### config.mk
export PLATFORM = sky130hd
export DESIGN_NAME = frac_n_sdm_ctrl_flat
export DESIGN_NICKNAME = d
export VERILOG_FILES = /design/src/rtl/frac_n_sdm_ctrl_pkg.sv /design/src/rtl/frac_n_sdm_ctrl_if.sv /design/src/rtl/frac_n_sdm_ctrl_acc_stage.sv /design/src/rtl/frac_n_sdm_ctrl.sv /design/src/flat_wrapper.sv
export SDC_FILE = /design/constraint.sdc
export NUM_CORES = 1
export LEC_CHECK = 0
export ABC_AREA = 1
export CAP_MARGIN = 15
export CORE_MARGIN = 2
export CORE_UTILIZATION = 45
export DETAILED_ROUTE_END_ITERATION = 10
export MAX_ROUTING_LAYER = met4
export PLACE_DENSITY = 0.74
export SLEW_MARGIN = 40
export SYNTH_ARGS = -nofsm -noshare
export SYNTH_HDL_FRONTEND = slang
export SYNTH_SLANG_ARGS = --single-unit
export TNS_END_PERCENT = 50
### constraint.sdc
create_clock -name clk -period 6.8 [get_ports clk]
set_clock_uncertainty 0.05 [all_clocks]
set_input_delay 1.36 -clock clk [delete_from_list [all_inputs] [get_ports clk]]
set_output_delay 1.36 -clock clk [all_outputs]
set_load 0.02 [all_outputs]
### src/rtl/frac_n_sdm_ctrl_pkg.sv
// Shared constants and types for the fractional-N modulus controller.
// This file also holds the MASH 1-1-1 carry cancellation helper.
package frac_n_pkg;

  localparam int FRAC_W_DEFAULT    = 16;
  localparam int INT_W_DEFAULT     = 6;
  localparam int MIN_RATIO_DEFAULT = 4;
  localparam int MAX_RATIO_DEFAULT = 63;

  typedef logic signed [3:0] sdm_offset_t;

  // Combines first-, second- and third-order carries into the divide offset (-3..+4).
  function automatic sdm_offset_t mash_offset(input logic c1, input logic c2, input logic c2_d,
                                              input logic c3, input logic c3_d, input logic c3_dd);
    sdm_offset_t y;
    y = $signed({3'b000, c1}) + $signed({3'b000, c2}) - $signed({3'b000, c2_d})
      + $signed({3'b000, c3}) - $signed({2'b00, c3_d, 1'b0}) + $signed({3'b000, c3_dd});
    return y;
  endfunction

endpackage

### src/rtl/frac_n_sdm_ctrl_if.sv
// Configuration handshake and divider-side signals of the modulus controller.
interface frac_n_sdm_ctrl_if
  import frac_n_pkg::*;
#(
  parameter int FRAC_W = FRAC_W_DEFAULT,
  parameter int INT_W  = INT_W_DEFAULT
);
  logic              cfg_valid;
  logic              cfg_ready;
  logic [INT_W-1:0]  cfg_int;
  logic [FRAC_W-1:0] cfg_frac;
  logic              sdm_en;
  logic              div_load;
  logic [INT_W:0]    div_ratio;
  logic              sat_flag;

  modport master (
    output cfg_valid, cfg_int, cfg_frac, sdm_en, div_load,
    input  cfg_ready, div_ratio, sat_flag
  );

  modport slave (
    input  cfg_valid, cfg_int, cfg_frac, sdm_en, div_load,
    output cfg_ready, div_ratio, sat_flag
  );
endinterface

### src/rtl/frac_n_sdm_ctrl_acc_stage.sv
// One modulo-2^W accumulator of the MASH chain; sum/carry are the would-be next state.
module sdm_acc_stage #(
  parameter int W = 16
) (
  input  logic         clk,
  input  logic         rst,
  input  logic         en_i,
  input  logic         clr_i,
  input  logic [W-1:0] add_i,
  output logic [W-1:0] sum_o,
  output logic         carry_o
);
  logic [W-1:0] acc_q;

  assign {carry_o, sum_o} = {1'b0, acc_q} + {1'b0, add_i};

  // Accumulator register: advances or clears only when the divider completes a cycle.
  always_ff @(posedge clk) begin
    if (!rst) begin
      acc_q <= '0;
    end else if (en_i) begin
      acc_q <= clr_i ? '0 : sum_o;
    end
  end
endmodule

### src/rtl/frac_n_sdm_ctrl.sv
// Fractional-N modulus controller: shadowed config, MASH 1-1-1 modulator, clamped ratio.
// The modulator advances once per div_load pulse from the multi-modulus divider.
module frac_n_sdm_ctrl
  import frac_n_pkg::*;
#(
  parameter int FRAC_W    = FRAC_W_DEFAULT,
  parameter int INT_W     = INT_W_DEFAULT,
  parameter int MIN_RATIO = MIN_RATIO_DEFAULT,
  parameter int MAX_RATIO = MAX_RATIO_DEFAULT
) (
  input logic               clk,
  input logic               rst,
  frac_n_sdm_ctrl_if.slave  bus
);
  localparam logic signed [INT_W+1:0] MIN_R = (INT_W+2)'(MIN_RATIO);
  localparam logic signed [INT_W+1:0] MAX_R = (INT_W+2)'(MAX_RATIO);

  logic [INT_W-1:0]  n_int_q, sh_int_q, n_int_d;
  logic [FRAC_W-1:0] n_frac_q, sh_frac_q, n_frac_d;
  logic              sh_full_q;
  logic              c2_d_q, c3_d_q, c3_dd_q;
  logic [INT_W:0]    div_ratio_q, div_ratio_d;
  logic              sat_flag_q, sat_d;

  logic              cfg_fire_s, clr_s;
  logic [FRAC_W-1:0] sum1_s, sum2_s, sum3_s;
  logic              c1_s, c2_s, c3_s;
  sdm_offset_t       y_s;
  logic signed [INT_W+1:0] r_s;

  assign bus.cfg_ready = ~sh_full_q;
  assign bus.div_ratio = div_ratio_q;
  assign bus.sat_flag  = sat_flag_q;
  assign cfg_fire_s    = bus.cfg_valid & ~sh_full_q;
  assign clr_s         = ~bus.sdm_en;

  sdm_acc_stage #(.W(FRAC_W)) u_acc1 (
    .clk(clk), .rst(rst), .en_i(bus.div_load), .clr_i(clr_s),
    .add_i(n_frac_d), .sum_o(sum1_s), .carry_o(c1_s)
  );
  sdm_acc_stage #(.W(FRAC_W)) u_acc2 (
    .clk(clk), .rst(rst), .en_i(bus.div_load), .clr_i(clr_s),
    .add_i(sum1_s), .sum_o(sum2_s), .carry_o(c2_s)
  );
  sdm_acc_stage #(.W(FRAC_W)) u_acc3 (
    .clk(clk), .rst(rst), .en_i(bus.div_load), .clr_i(clr_s),
    .add_i(sum2_s), .sum_o(sum3_s), .carry_o(c3_s)
  );

  // Word used for this step, modulator offset and clamped next ratio.
  always_comb begin
    n_int_d  = n_int_q;
    n_frac_d = n_frac_q;
    if (sh_full_q) begin
      n_int_d  = sh_int_q;
      n_frac_d = sh_frac_q;
    end else begin
      n_int_d  = n_int_q;
      n_frac_d = n_frac_q;
    end

    if (bus.sdm_en) begin
      y_s = mash_offset(c1_s, c2_s, c2_d_q, c3_s, c3_d_q, c3_dd_q);
    end else begin
      y_s = '0;
    end

    r_s         = $signed({2'b00, n_int_d}) + $signed({{(INT_W-2){y_s[3]}}, y_s});
    div_ratio_d = r_s[INT_W:0];
    sat_d       = 1'b0;
    if (r_s < MIN_R) begin
      div_ratio_d = MIN_R[INT_W:0];
      sat_d       = 1'b1;
    end else if (r_s > MAX_R) begin
      div_ratio_d = MAX_R[INT_W:0];
      sat_d       = 1'b1;
    end else begin
      div_ratio_d = r_s[INT_W:0];
      sat_d       = 1'b0;
    end
  end

  // Shadow handshake, active config, carry history and output registers.
  always_ff @(posedge clk) begin
    if (!rst) begin
      n_int_q     <= INT_W'(MIN_RATIO);
      n_frac_q    <= '0;
      sh_int_q    <= '0;
      sh_frac_q   <= '0;
      sh_full_q   <= 1'b0;
      c2_d_q      <= 1'b0;
      c3_d_q      <= 1'b0;
      c3_dd_q     <= 1'b0;
      div_ratio_q <= (INT_W+1)'(MIN_RATIO);
      sat_flag_q  <= 1'b0;
    end else begin
      // Acceptance needs an empty shadow and consumption needs a full one, so they never collide.
      if (cfg_fire_s) begin
        sh_int_q  <= bus.cfg_int;
        sh_frac_q <= bus.cfg_frac;
        sh_full_q <= 1'b1;
      end else if (bus.div_load) begin
        sh_full_q <= 1'b0;
      end

      if (bus.div_load) begin
        n_int_q     <= n_int_d;
        n_frac_q    <= n_frac_d;
        div_ratio_q <= div_ratio_d;
        if (sat_d) begin
          sat_flag_q <= 1'b1;
        end
        if (bus.sdm_en) begin
          c2_d_q  <= c2_s;
          c3_d_q  <= c3_s;
          c3_dd_q <= c3_d_q;
        end else begin
          c2_d_q  <= 1'b0;
          c3_d_q  <= 1'b0;
          c3_dd_q <= 1'b0;
        end
      end
    end
  end
endmodule

### src/flat_wrapper.sv
// flat-port wrapper written by rule: the top's interface ports become plain ports
module frac_n_sdm_ctrl_flat import frac_n_pkg::*;
#(
  parameter int FRAC_W    = FRAC_W_DEFAULT,
  parameter int INT_W     = INT_W_DEFAULT,
  parameter int MIN_RATIO = MIN_RATIO_DEFAULT,
  parameter int MAX_RATIO = MAX_RATIO_DEFAULT
)
  (clk, rst, bus_cfg_valid, bus_cfg_int, bus_cfg_frac, bus_sdm_en, bus_div_load, bus_cfg_ready, bus_div_ratio, bus_sat_flag);
  frac_n_sdm_ctrl_if #(.FRAC_W(FRAC_W), .INT_W(INT_W)) bus_i ();
  input logic clk;
  input logic rst;
  input wire logic [$bits(bus_i.cfg_valid)-1:0] bus_cfg_valid;
  input wire logic [$bits(bus_i.cfg_int)-1:0] bus_cfg_int;
  input wire logic [$bits(bus_i.cfg_frac)-1:0] bus_cfg_frac;
  input wire logic [$bits(bus_i.sdm_en)-1:0] bus_sdm_en;
  input wire logic [$bits(bus_i.div_load)-1:0] bus_div_load;
  output wire logic [$bits(bus_i.cfg_ready)-1:0] bus_cfg_ready;
  output wire logic [$bits(bus_i.div_ratio)-1:0] bus_div_ratio;
  output wire logic [$bits(bus_i.sat_flag)-1:0] bus_sat_flag;
  assign bus_i.cfg_valid = bus_cfg_valid;
  assign bus_i.cfg_int = bus_cfg_int;
  assign bus_i.cfg_frac = bus_cfg_frac;
  assign bus_i.sdm_en = bus_sdm_en;
  assign bus_i.div_load = bus_div_load;
  assign bus_cfg_ready = bus_i.cfg_ready;
  assign bus_div_ratio = bus_i.div_ratio;
  assign bus_sat_flag = bus_i.sat_flag;
  frac_n_sdm_ctrl #(.FRAC_W(FRAC_W), .INT_W(INT_W), .MIN_RATIO(MIN_RATIO), .MAX_RATIO(MAX_RATIO)) u_core (.clk(clk), .rst(rst), .bus(bus_i));
endmodule
# ---- Word-level counts from Yosys, hierarchy flattened
# Cells that the tools add are included.
dict set report word_totals {
  out_inout_bits 9
  ff_bits 104
}
dict set report classes {
  n_mux 15
  n_bitwise 2
  n_reduce_logical 2
  addsub 9
  order_cmp 2
}
# op count
set op_table {}
lappend op_table {{2-to-1 mux 16 bit} 4}
lappend op_table {{adder 16 x 16 -> 17 bit} 3}
lappend op_table {{2-to-1 mux 7 bit} 2}
lappend op_table {{adder 4 x 2 -> 4 bit} 2}
lappend op_table {{adder 7 x 4 -> 8 bit} 1}
lappend op_table {{greater-than comparator 8 x 7 -> 1 bit (second input constant)} 1}
lappend op_table {{less-than comparator 8 x 4 -> 1 bit (second input constant)} 1}
lappend op_table {{2-to-1 mux 1 bit} 7}
lappend op_table {{2-to-1 mux 6 bit} 1}
lappend op_table {{2-to-1 mux 4 bit} 1}
lappend op_table {{subtractor 4 x 2 -> 4 bit} 1}
lappend op_table {{subtractor 4 x 3 -> 4 bit} 1}
lappend op_table {{adder 1 x 1 -> 2 bit} 1}
lappend op_table {{AND reduction 2 bit} 1}
lappend op_table {{nonzero test 2 bit} 1}
lappend op_table {{bitwise AND 1 bit} 1}
lappend op_table {{NOT 1 bit} 1}

# ---- Longest topological paths before layout
# Gate-level depths: netlist of run 1.
dict set report logic_depth {
  depth_word 14
  depth_mapped 49
  depth_no_buf 47
}

# ---- Hierarchy
# Synthesis of run 1 repeated with hierarchy kept, for this count alone.
dict set report unflattened {
  cells_unflattened 1184
  area_unflattened_um2 7562.3
}
# mod n_inst area_each_um2 seq_area_each_um2 cells_per_inst
set by_module_without_submodules {}
lappend by_module_without_submodules {sdm_acc_stage 3 1557.7 320.3 257}
lappend by_module_without_submodules {frac_n_sdm_ctrl 1 2889.0 1121.1 413}

# ---- Worst setup path before layout of run 1
# Ideal clock, no wire load.
dict set report synth_path {
  path_kind {flip-flop to flip-flop}
  startpoint {register u_core.sh_full_q}
  endpoint {register u_core.div_ratio_q[2], in the netlist u_core.bus.div_ratio[2]}
  t_arrival_ps 6218
  period_less_slack_ps 6389
  path_stages_with_launch 46
  slack_ps 411
  setup_time_ps 121
  cell_sequence {dfxtp_1 buf_2 clkbuf_1 o21ai_0 ha_1 fa_1 nand3_1 nand2_1 nand3_1 nand2_1 nand2_1 nand2_1 xor2_1 inv_1 ha_1 a21o_1 a31oi_1 nand3b_1 [... 10 more ...] inv_1 fa_1 ha_1 inv_1 ha_1 nand2_1 inv_1 ha_1 nand2_1 nand2_1 a21oi_1 nand2_1 nand2_1 nand2_4 nand2_4 nand3_2 nand2_2 nand3_1}
}
dict set report synth_between {
  elab_chain_cells 13
  word_cells_on_any_way 16
  cone_classes {add/sub: 9; order compare: 2; mux: 5}
}
# element line
set synth_lines {}
lappend synth_lines {{start: declaration} frac_n_sdm_ctrl.sv:20} ;# logic sh_full_q;
lappend synth_lines {{start signal: assignment} frac_n_sdm_ctrl.sv:90} ;# sh_full_q <= 1'b0;
lappend synth_lines {{start signal: assignment} frac_n_sdm_ctrl.sv:101} ;# sh_full_q <= 1'b1;
lappend synth_lines {{start signal: assignment} frac_n_sdm_ctrl.sv:103} ;# sh_full_q <= 1'b0;
lappend synth_lines {{2-to-1 mux 16 bit *} frac_n_sdm_ctrl.sv:54} ;# if (sh_full_q) begin
lappend synth_lines {{net u_core.n_frac_d[0]} frac_n_sdm_ctrl.sv:19} ;# logic [FRAC_W-1:0] n_frac_q, sh_frac_q, n_frac_d;
lappend synth_lines {{adder 16 x 16 -> 17 bit *} frac_n_sdm_ctrl_acc_stage.sv:15} ;# assign {carry_o, sum_o} = {1'b0, acc_q} + {1'b0, add_i};
lappend synth_lines {{parallel branches: the longest is 3 deep, another holds adder 16 x 16 -> 17 bit} n/a}
lappend synth_lines {{adder 4 x 2 -> 4 bit *} frac_n_sdm_ctrl_pkg.sv:17} ;# + $signed({3'b000, c3}) - $signed({2'b00, c3_d, 1'b0}) + $signed({3'b000, c3_dd});
lappend synth_lines {{subtractor 4 x 3 -> 4 bit *} frac_n_sdm_ctrl_pkg.sv:17}
lappend synth_lines {{adder 4 x 2 -> 4 bit *} frac_n_sdm_ctrl_pkg.sv:17}
lappend synth_lines {{2-to-1 mux 4 bit *} frac_n_sdm_ctrl.sv:62} ;# if (bus.sdm_en) begin
lappend synth_lines {{adder 7 x 4 -> 8 bit *} frac_n_sdm_ctrl.sv:68} ;# r_s = $signed({2'b00, n_int_d}) + $signed({{(INT_W-2){y_s[3]}}, y_s});
lappend synth_lines {{greater-than comparator 8 x 7 -> 1 bit} frac_n_sdm_ctrl.sv:74} ;# end else if (r_s > MAX_R) begin
lappend synth_lines {{2-to-1 mux 7 bit} frac_n_sdm_ctrl.sv:74}
lappend synth_lines {{2-to-1 mux 7 bit *} frac_n_sdm_ctrl.sv:71} ;# if (r_s < MIN_R) begin
lappend synth_lines {{end signal: assignment} frac_n_sdm_ctrl.sv:94} ;# div_ratio_q <= (INT_W+1)'(MIN_RATIO);
lappend synth_lines {{end signal: assignment} frac_n_sdm_ctrl.sv:109} ;# div_ratio_q <= div_ratio_d;
lappend synth_lines {{end: declaration} frac_n_sdm_ctrl.sv:22} ;# logic [INT_W:0] div_ratio_q, div_ratio_d;
# Mark *: on every way through the listed nets, which the timed path passes.
# A chain may end at the register's enable or synchronous reset.

# ---- Worst setup path after layout of run 1
dict set report layout_path {
  startpoint {register u_core.sh_full_q}
  endpoint {register u_core.div_ratio_q[3], in the netlist u_core.bus.div_ratio[3]}
}
# The elaborated chain is that of the path after synthesis.

==> out/results.tsv, run 1 <==
stage	metric	value	unit
run_status	status	completed	
global_route	met2 GRT Util	33.8	%
min_path	Min-Delay Path Depth	2	
cts	CTS Sinks	104	
route	router iterations before antenna repair	5	
sta	final-report max-slew violation count	0	
setup_path	CP Capture Type	register	
cts	H-tree lvl count	3	
floorplan	FP Rows	44	
power	peak supply drop	137	µV
route	drt drc	0	
setup_path	critical path depth	39	
yosys	synthesis-stage register bit count	104	
yosys	area share of the largest cell type after synthesis	30.8	%
setup_path	largest stage delay on the critical path	0.51	ns
finish	# diodes	0	
setup_path	CP top delay family	adder cells	
setup_path	crit path from	u_core.sh_full_q	
yosys	post-synth cell types	41	
finish	Nets	1122	
cts	Root Driver	clkbuf_16	
route	DRT antenna net count	0	
setup_path	CP Data Required Time	7.03	ns
power	Pwr per Cell Area	196	nW/µm²
floorplan	CORE AREA	14600	µm²
setup_path	worst path bufs/invs	6	
route	vias per inst	5.08	
setup_path	r2r startpoint	u_core.sh_full_q	
min_path	HP Start	u_core.bus.div_ratio[6]	
sta	Min Clock Period, post-route	6.44	ns
setup_path	kind of critical path	reg2reg	
finish	final cell count without fillers	1215	
setup_path	reg2reg path depth	39	
global_route	Most Crowded Layer GR	met2	
yosys	syn nets	1085	
setup_path	CP max-delay cell	fa_1	
sta	fmax	0.155	GHz
setup_path	Critical Path Fanout Max	18	
finish	Layout area overhead	20.4	%
yosys	Seq/Total Area, Yosys	30.8	%
cts	TritonCTS clock tree	yes	
global_route	M1 GR Usage	24.2	%
finish	multi-input logic area	4500	µm²
floorplan	Starting Density	46.3	%
finish	Design Area, Final	8140	µm²
place	gpl congestion	0.923	
global_route	first-pass GRT wire length	25.7	mm
floorplan	Die H	127	µm
yosys	ys async rst share	0	%
cts	CTS Buf Count	9	
cts	Clock Latency Late Sink	0.35	ns
route	Via Count	6167	
global_route	largest net degree at the start of global routing	54	
yosys	Mapped Area	6760	µm²
route	final wirelength	15.7	mm
yosys	predominant post-synthesis flop cell	dfxtp_1	
finish	post-layout util	55.8	%
sta	Slew headroom	53.8	%
yosys	Post-synth EDFFs	0	
floorplan	die width	127	µm
finish	FF/Latch Area	2090	µm²
yosys	largest cells by area after synthesis	dfxtp_1 31%, nand2_1 14%, ha_1 12%	
route	DRT iter0 DRCs	352	
power	leakage	0.00399	µW
sta	final worst-path cycle share	94.7	%
setup_path	CP dominant cell by count	ha_1	
global_route	GRT Overall Usage	19.8	%
yosys	syn_area_per_cell	6.83	µm²
global_route	Overflow after GRT	0	
flow_run	Max-Cap Viols	0	
global_route	vias in the first global route	5743	
cts	cts hold-fix bufs	0	
cts	clk slew on worst S/H paths	0.08	ns
place	total placed cells including tap cells	1193	
global_route	initial antenna violation count	0	
sta	Finish-stage setup viols	0	
sta	final number of hold-violating endpoints	0	
finish	fraction of layout cells with a size suffix above 1	13.1	%
sta	Least-Margin Pin Slew	0.686	ns
cts	Clock Tree Buf Depth	2	
floorplan	full die area	16000	µm²
route	DR WL/cell	12.9	µm
yosys	Synth warnings	0	
place	Placed Instance Area	7330	µm²
global_route	met3 usage	3.33	%
yosys	Mapped Cells	989	
min_path	Hold Crit Class	reg2reg	
yosys	Yosys top cell by area	dfxtp_1	
setup_path	crit path DAT	6.67	ns
setup_path	crit start category	register	
place	hpwl dp	11.3	mm
finish	Fillers	1345	
floorplan	Ports	36	
place	I/O Buffers	35	
-- metal layers --
metal / vias to the layer above / routed length, µm
li1: 3271 / -
met1: 2774 / 7280
met2: 98 / 7660
met3: 24 / 412
met4: 0 / 337
met5: - / 0
-- through the flow --
stage | power, µW | worst slack [ns] | hold slack, ns | setup TNS, ns
detailed placement | 1030 | -0.0743 | 0.376 | -0.368
floorplan | 934 | 0.411 | 0.376 | 0
CTS | 1550 | 0.00848 | 0.388 | 0
global route | 1690 | -0.102 | 0.427 | -0.515
global placement | 1020 | 0.0180 | 0.380 | 0
finish | 1600 | 0.359 | 0.388 | 0
-- state kept, by name (all words and copies together), names as in the netlist --
register and count:
u_core.u_acc2.acc_q 16, u_core.c3_d_q 1, u_core.c3_dd_q 1, u_core.sh_full_q 1, u_core.bus.div_ratio 7, u_core.sh_frac_q 16, u_core.u_acc3.acc_q 16, u_core.n_int_q 6
u_core.c2_d_q 1, u_core.sh_int_q 6, u_core.u_acc1.acc_q 16, u_core.n_frac_q 16, u_core.bus.sat_flag 1
-- worst reg2reg max path: cells and delay by family (launching register included) --
family | cells | cell delay (ns)
adder cells (fa/ha/maj) | 8 | 2.26
flip-flops | 1 | 0.37
AO/OA/AOI/OAI | 10 | 1.60
AND/OR/NAND/NOR | 14 | 1.47
XOR/XNOR | 1 | 0.18
buffers and inverters | 6 | 0.46
-- power breakdown --
part	leakage (µW)	switching (µW)	internal (µW)
clock	0.000141	262	261
combinational	0.00299	238	170
sequential	0.000852	21.2	646
total	0.00399	521	1080
-- logic make-up after synthesis --
| kind of cell | Yosys count | share of synthesized area (%) |
|---|---|---|
| AO/OA/AOI/OAI | 189 | 15.9 |
| AND/OR/NAND/NOR | 446 | 27.9 |
| buffers and inverters | 160 | 9.22 |
| flip-flops | 104 | 30.8 |
| adder cells (fa/ha/maj) | 69 | 13.4 |
| XOR/XNOR | 21 | 2.72 |
-- cell type report --
class	count	share of cell area, %
Multi-Input combinational cell	725	55.3
Sequential cell	104	25.6
Timing Repair Buffer	54	6.43
Inverter	132	6.13
Tap cell	184	2.83
Clock buffer	9	2.77
Clock inverter	7	0.907
-- final timing paths --
path | endpoint | slack, ns
worst max-delay path | u_core.bus.div_ratio[3] | 0.36
worst min-delay path | u_core.bus.div_ratio[6] | 0.39
worst max register to register | u_core.bus.div_ratio[3] | 0.36
worst min register to register | u_core.bus.div_ratio[6] | 0.39
-- cell usage after synthesis (all sizes together), types with 9 or more instances --
cell type,instances
nand2,268
nor2,89
clkbuf,16
and2,9
dfxtp,104
xor2,19
ha,63
buf,12
a21oi,63
o21ai,90
inv,131
nand3,59
-- timing repair --
action	4_1_cts	5_1_grt
endpoints found under the setup margin	7	7
cloned	0	1
resized for setup	3	87
pin swaps	0	27
setup buffers	0	5
-- layout by cell type, fill, tap and decap left out, drive strengths merged, types with 9 or more instances in the layout --
| master | Yosys | layout |
|---|---|---|
| a21oi | 63 | 63 |
| and2 | 9 | 9 |
| buf | 12 | 18 |
| clkbuf | 16 | 10 |
| clkdlybuf4s50 | 0 | 35 |
| dfxtp | 104 | 104 |
| ha | 63 | 63 |
| inv | 131 | 135 |
| nand2 | 268 | 268 |
| nand3 | 59 | 59 |
| nor2 | 89 | 89 |
| o21ai | 90 | 90 |
| xor2 | 19 | 19 |
(Power assumes the default switching activity.)
==> run 2, diff against run 1 <==
SYNTH_HIERARCHICAL = 1   (was not set)
==> run 2 against run 1 <==
Compared with the run above:
- power rose by 0.36%
- synthesized cell count up 19%
- wire length increased by 11%
- fmax up 0.43%
- critical path type unchanged
- highest routed layer unchanged
==> out/results.tsv, run 2 <==
stage	metric	value	unit	change
route	DRT antenna net count	0		unchanged
place	hpwl dp	12.8	mm	+13%
finish	# diodes	0		unchanged
finish	commonest non-fill, non-tap cell in the layout	nand2_1		
setup_path	largest stage delay on the critical path	0.45	ns	-0.06 ns
floorplan	CORE AREA	16500	µm²	+13%
sta	hold slack final	0.384	ns	-0.00373 ns
route	Via Count	7013		+14%
sta	Min Clock Period, post-route	6.41	ns	-0.0275 ns
cts	CTS Buf Count	9		unchanged
setup_path	crit start category	register		
power	combinational cell fraction of total power	26.3	%	+0.8 points
finish	commonest cells after routing, fill and taps aside	338 x nand2_1, 204 x inv_1, 103 x dfxtp_1		
cts	H-tree lvl count	3		unchanged
global_route	vias in the first global route	6571		+14%
yosys	syn_area_per_cell	6.39	µm²	-6.5%
global_route	first-pass GRT wire length	29.4	mm	+14%
setup_path	crit path DAT	6.62	ns	-0.05 ns
flow_run	Max-Cap Viols	0		unchanged
cts	cts hold-fix bufs	0		unchanged
floorplan	Ports	36		unchanged
sta	final-report max-slew violation count	0		unchanged
yosys	Mapped Area	7520	µm²	+11%
setup_path	CP Data Required Time	7.00	ns	-0.03 ns
cts	clk slew on worst S/H paths	0.08	ns	about the same
power	leakage	0.00433	µW	+8.6%
power	Sw Pwr	533	µW	+2.2%
power	peak supply drop	116	µV	-15%
run_status	status	completed		
finish	Nets	1300		+16%
power	Clk pwr share	32.2	%	-0.5 points
cts	Clock Tree Buf Depth	2		unchanged
floorplan	FP Rows	47		+6.8%
finish	fraction of layout cells with a size suffix above 1	10.7	%	-2.4 points
sta	final worst-path cycle share	94.3	%	-0.40 points
power	switch share	33.2	%	+0.59 points
finish	final cell count without fillers	1431		+18%
route	drt drc	0		unchanged
power	Internal Pwr Total	1070	µW	-0.52%
floorplan	Starting Density	45.7	%	-0.66 points
sta	Least-Margin Pin Slew	0.763	ns	+0.0777 ns
setup_path	CP Capture Type	register		
setup_path	Reg2Reg Setup Slack	0.39	ns	+0.03 ns
route	DRT iter0 DRCs	327		-7.1%
global_route	Overflow after GRT	0		unchanged
place	gpl congestion	0.916		-0.75%
sta	Finish-stage setup viols	0		unchanged
global_route	GRT Overall Usage	20.5	%	+0.69 points
sta	fmax	0.156	GHz	+0.43%
floorplan	Die H	133	µm	+5.3%
floorplan	die width	133	µm	+5.3%
setup_path	kind of critical path	reg2reg		
place	I/O Buffers	35		unchanged
yosys	Synth warnings	6		+6
cts	CTS Sinks	104		unchanged
yosys	syn nets	1271		+17%
setup_path	Critical Path Fanout Max	7		-11
power	sequential power share	41.5	%	-0.2 points
cts	TritonCTS clock tree	yes		
global_route	initial antenna violation count	0		unchanged
floorplan	full die area	17800	µm²	+11%
route	vias per inst	4.90		-3.4%
cts	Root Driver	clkbuf_16		
route	DR WL/cell	12.1	µm	-6.2%
route	final wirelength	17.3	mm	+11%
yosys	Mapped Cells	1177		+19%
power	Tot Pwr	1600	µW	+0.36%
setup_path	CP dominant cell by count	nand2_1		
cts	Clock Latency Late Sink	0.36	ns	about the same
sta	Setup TNS	0	ns	unchanged
power	Pwr per Cell Area	186	nW/µm²	-5.1%
sta	final number of hold-violating endpoints	0		unchanged
global_route	largest net degree at the start of global routing	46		-15%
route	router iterations before antenna repair	5		unchanged
min_path	Hold Crit Class	reg2reg		
sta	Slew headroom	49.0	%	-4.8 points
finish	Layout area overhead	14.5	%	
setup_path	CP max-delay cell	fa_2		
place	total placed cells including tap cells	1410		+18%
[run 2: changes by cell type in the layout (fill, tap and decap cells not counted), sizes merged, moves of 6 or more]
| cell | change |
|---|---|
| a22o | -8 |
| nand3b | -6 |
| buf | -8 |
| nor3 | +6 |
| o21ai | -25 |
| nand3 | +7 |
| a21o | -7 |
| nand2 | +93 |
| inv | +90 |
| a21oi | +41 |
[run 2: area by class of cell]
class | instances | area [µm²]
fillers | 1637 | 7860
multi-input cells | 822 | 4680
flip-flops and latches | 104 | 2090
inverters | 223 | 838
repair buffers | 46 | 434
well taps | 220 | 275
clock buffers | 9 | 225
clock inverters | 7 | 68.8
[run 2: final timing paths]
check                                              from                      end  depth (start not counted)
worst min register to register  u_core/bus.div_ratio[6]  u_core/bus.div_ratio[6]                          2
worst min-delay path            u_core/bus.div_ratio[6]  u_core/bus.div_ratio[6]                          2
worst max register to register         u_core/sh_full_q  u_core/bus.div_ratio[3]                         43
worst max-delay path                   u_core/sh_full_q  u_core/bus.div_ratio[3]                         43
[run 2: per-stage QoR]
step                      area (µm²)  utilization, %  setup slack, ns
after floorplan                 7520               -            0.583
after global routing            8610            52.3           -0.149
after CTS                       8360            50.8            0.164
after detailed placement        8070            49.0            0.200
final                           8610            52.3            0.386
after global placement          8060            49.0            0.289
[run 2: metal layers]
metal	share of wire [%]	up-vias	track usage, %
met4	1.8	0	5.26
met2	47	111	34.6
li1	-	3714	-
met5	0	-	-
met3	3.2	22	2.70
met1	48	3166	26.0
[run 2: timing repair]
item                                    4_1_cts  5_1_grt
hold endpoints to repair                      0        0
endpoints found under the setup margin        0        7
buffers inserted                              0        5
gates resized for setup                       0       50
[run 2: power by group through the flow]
stage                     clock network, µW  registers [µW]  logic [µW]
after floorplan                           0             676         294
after global placement                    0             678         381
after detailed placement                  0             679         388
after CTS                               533             664         390
after global routing                    556             669         476
final                                   516             665         422
[run 2: critical path, delay by kind of cell (launching register included)]
kind | cells | cell delay (ns)
simple gates | 25 | 2.58
flops | 1 | 0.39
buf+inv | 7 | 0.59
fa+ha+maj | 6 | 2.09
compound gates | 5 | 0.61
==> run 3, diff against run 2 <==
RECOVER_POWER = 100   (was not set)
==> run 3 against run 2 <==
Compared with the run above:
- global-route usage unchanged
- worst setup slack improved by 0.022 ns
- non-clock buffer count stayed put
- via count is 0.24% lower
==> out/results.tsv, run 3 (synthesis results as in run 2) <==
stage	metric	value	unit	change
finish	FF/Latch Area	2090	µm²	unchanged
floorplan	FP Rows	47		unchanged
setup_path	CP max-delay cell	fa_1		
power	peak supply drop	116	µV	about the same
route	DR WL/cell	12.1	µm	about the same
setup_path	Critical Path Fanout Max	7		unchanged
place	I/O Buffers	35		unchanged
global_route	GRT Overall Usage	20.5	%	unchanged
place	hpwl dp	12.8	mm	unchanged
floorplan	Ports	36		unchanged
sta	final worst-path cycle share	94.0	%	-0.32 points
route	Via Count	6996		-0.24%
sta	Min Clock Period, post-route	6.39	ns	-0.0217 ns
finish	fraction of layout cells with a size suffix above 1	10.1	%	-0.58 points
floorplan	die width	133	µm	unchanged
floorplan	Die H	133	µm	unchanged
power	leakage	0.00435	µW	+0.47%
cts	Clock Latency Late Sink	0.36	ns	about the same
sta	final number of hold-violating endpoints	0		unchanged
floorplan	CORE AREA	16500	µm²	unchanged
finish	multi-input logic area	4670	µm²	-0.11%
cts	clk slew on worst S/H paths	0.08	ns	about the same
setup_path	crit start category	register		
sta	Least-Margin Pin Slew	1.25	ns	+0.483 ns
floorplan	Starting Density	45.7	%	unchanged
min_path	Hold Crit Class	reg2reg		
flow_run	Max-Cap Viols	0		unchanged
global_route	largest net degree at the start of global routing	46		unchanged
route	drt drc	0		unchanged
route	router iterations before antenna repair	5		unchanged
floorplan	full die area	17800	µm²	unchanged
route	DRT antenna net count	0		unchanged
setup_path	CP Capture Type	register		
setup_path	Reg2Reg Setup Slack	0.41	ns	+0.02 ns
route	DRT iter0 DRCs	335		+2.4%
finish	# diodes	0		unchanged
sta	final-report max-slew violation count	0		unchanged
route	vias per inst	4.89		-0.24%
run_status	status	completed		
sta	Setup TNS	0	ns	unchanged
place	gpl congestion	0.916		unchanged
global_route	first-pass GRT wire length	29.4	mm	unchanged
setup_path	largest stage delay on the critical path	0.42	ns	-0.03 ns
cts	CTS Buf Count	9		unchanged
finish	Layout area overhead	14.4	%	
global_route	Overflow after GRT	0		unchanged
finish	Fillers	1641		+0.24%
finish	commonest non-fill, non-tap cell in the layout	nand2_1		
power	Pwr per Cell Area	186	nW/µm²	about the same
finish	final cell count without fillers	1431		unchanged
setup_path	CP dominant cell by count	nand2_1		
setup_path	CP Data Required Time	7.00	ns	about the same
route	final wirelength	17.3	mm	about the same
place	total placed cells including tap cells	1410		unchanged
sta	setup ws final	0.408	ns	+0.0217 ns
setup_path	kind of critical path	reg2reg		
cts	H-tree lvl count	3		unchanged
sta	fmax	0.156	GHz	+0.34%
finish	Nets	1300		unchanged
sta	Slew headroom	16.6	%	-32 points
place	DP Worst Slack	0.200	ns	unchanged
cts	Root Driver	clkbuf_16		
cts	Clock Tree Buf Depth	2		unchanged
finish	commonest cells after routing, fill and taps aside	338 x nand2_1, 208 x inv_1, 103 x dfxtp_1		
global_route	initial antenna violation count	0		unchanged
cts	CTS Sinks	104		unchanged
global_route	vias in the first global route	6571		unchanged
setup_path	crit path DAT	6.59	ns	-0.03 ns
cts	TritonCTS clock tree	yes		
power	Tot Pwr	1600	µW	about the same
sta	Finish-stage setup viols	0		unchanged
run 3: cell count changes in the layout (fill, tap and decap cells not counted), moves of 4 or more:
cell,previous run,this run
inv_1,204,208
o21ai_1,17,11
inv_2,17,13
o21ai_0,47,53
clkdlybuf4s50_1,35,24
dlygate4sd3_1,0,11
run 3: final timing paths:
| check | startpoint | to | depth (start not counted) |
|---|---|---|---|
| min reg2reg | u_core/bus.div_ratio[6] | u_core/bus.div_ratio[6] | 2 |
| min | u_core/bus.div_ratio[6] | u_core/bus.div_ratio[6] | 2 |
| max reg2reg | u_core/sh_full_q | u_core/bus.div_ratio[3] | 41 |
| max | u_core/sh_full_q | u_core/bus.div_ratio[3] | 41 |
run 3: timing repair:
| item | CTS | global route |
|---|---|---|
| hold buffers | 0 | 0 |
| endpoints found under the setup margin | 0 | 7 |
| gates resized for setup | 0 | 50 |
| buffers inserted | 0 | 5 |
run 3: through the flow:
stage	hold WS (ns)	utilization, %	instance area [µm²]
global placement	0.369	49.0	8060
floorplan	0.385	-	7520
CTS	0.385	50.8	8360
finish	0.382	52.2	8600
detailed placement	0.373	49.0	8070
global route	0.420	52.2	8600
run 3: where the power goes:
| group | switching (µW) | total, µW | internal, µW |
|---|---|---|---|
| Sequential | 19.5 | 665 | 646 |
| Combinational | 255 | 420 | 165 |
| Clock | 259 | 518 | 259 |
| Total | 533 | 1600 | 1070 |
run 3: layout make-up:
| cell class | instances | area share, % |
|---|---|---|
| Clock buffer | 9 | 2.62 |
| Tap cell | 220 | 3.20 |
| Multi-Input combinational cell | 822 | 54.4 |
| Inverter | 223 | 9.75 |
| Sequential cell | 104 | 24.3 |
| Clock inverter | 7 | 0.800 |
| Timing Repair Buffer | 46 | 5.01 |
run 3: per-layer routing:
layer | part of all wire (%) | global-route usage [%]
met1 | 49 | 26.0
met2 | 47 | 34.6
met3 | 2.9 | 2.70
met4 | 1.8 | 5.26
met5 | 0 | -
run 3: worst max-delay path: cells and delay by family, from the launching register on:
family,cells,cell delay [ns]
adder cells (fa/ha/maj),6,2.16
AND/OR/NAND/NOR,25,2.70
flip-flops,1,0.39
AO/OA/AOI/OAI,4,0.43
buffers and inverters,6,0.53
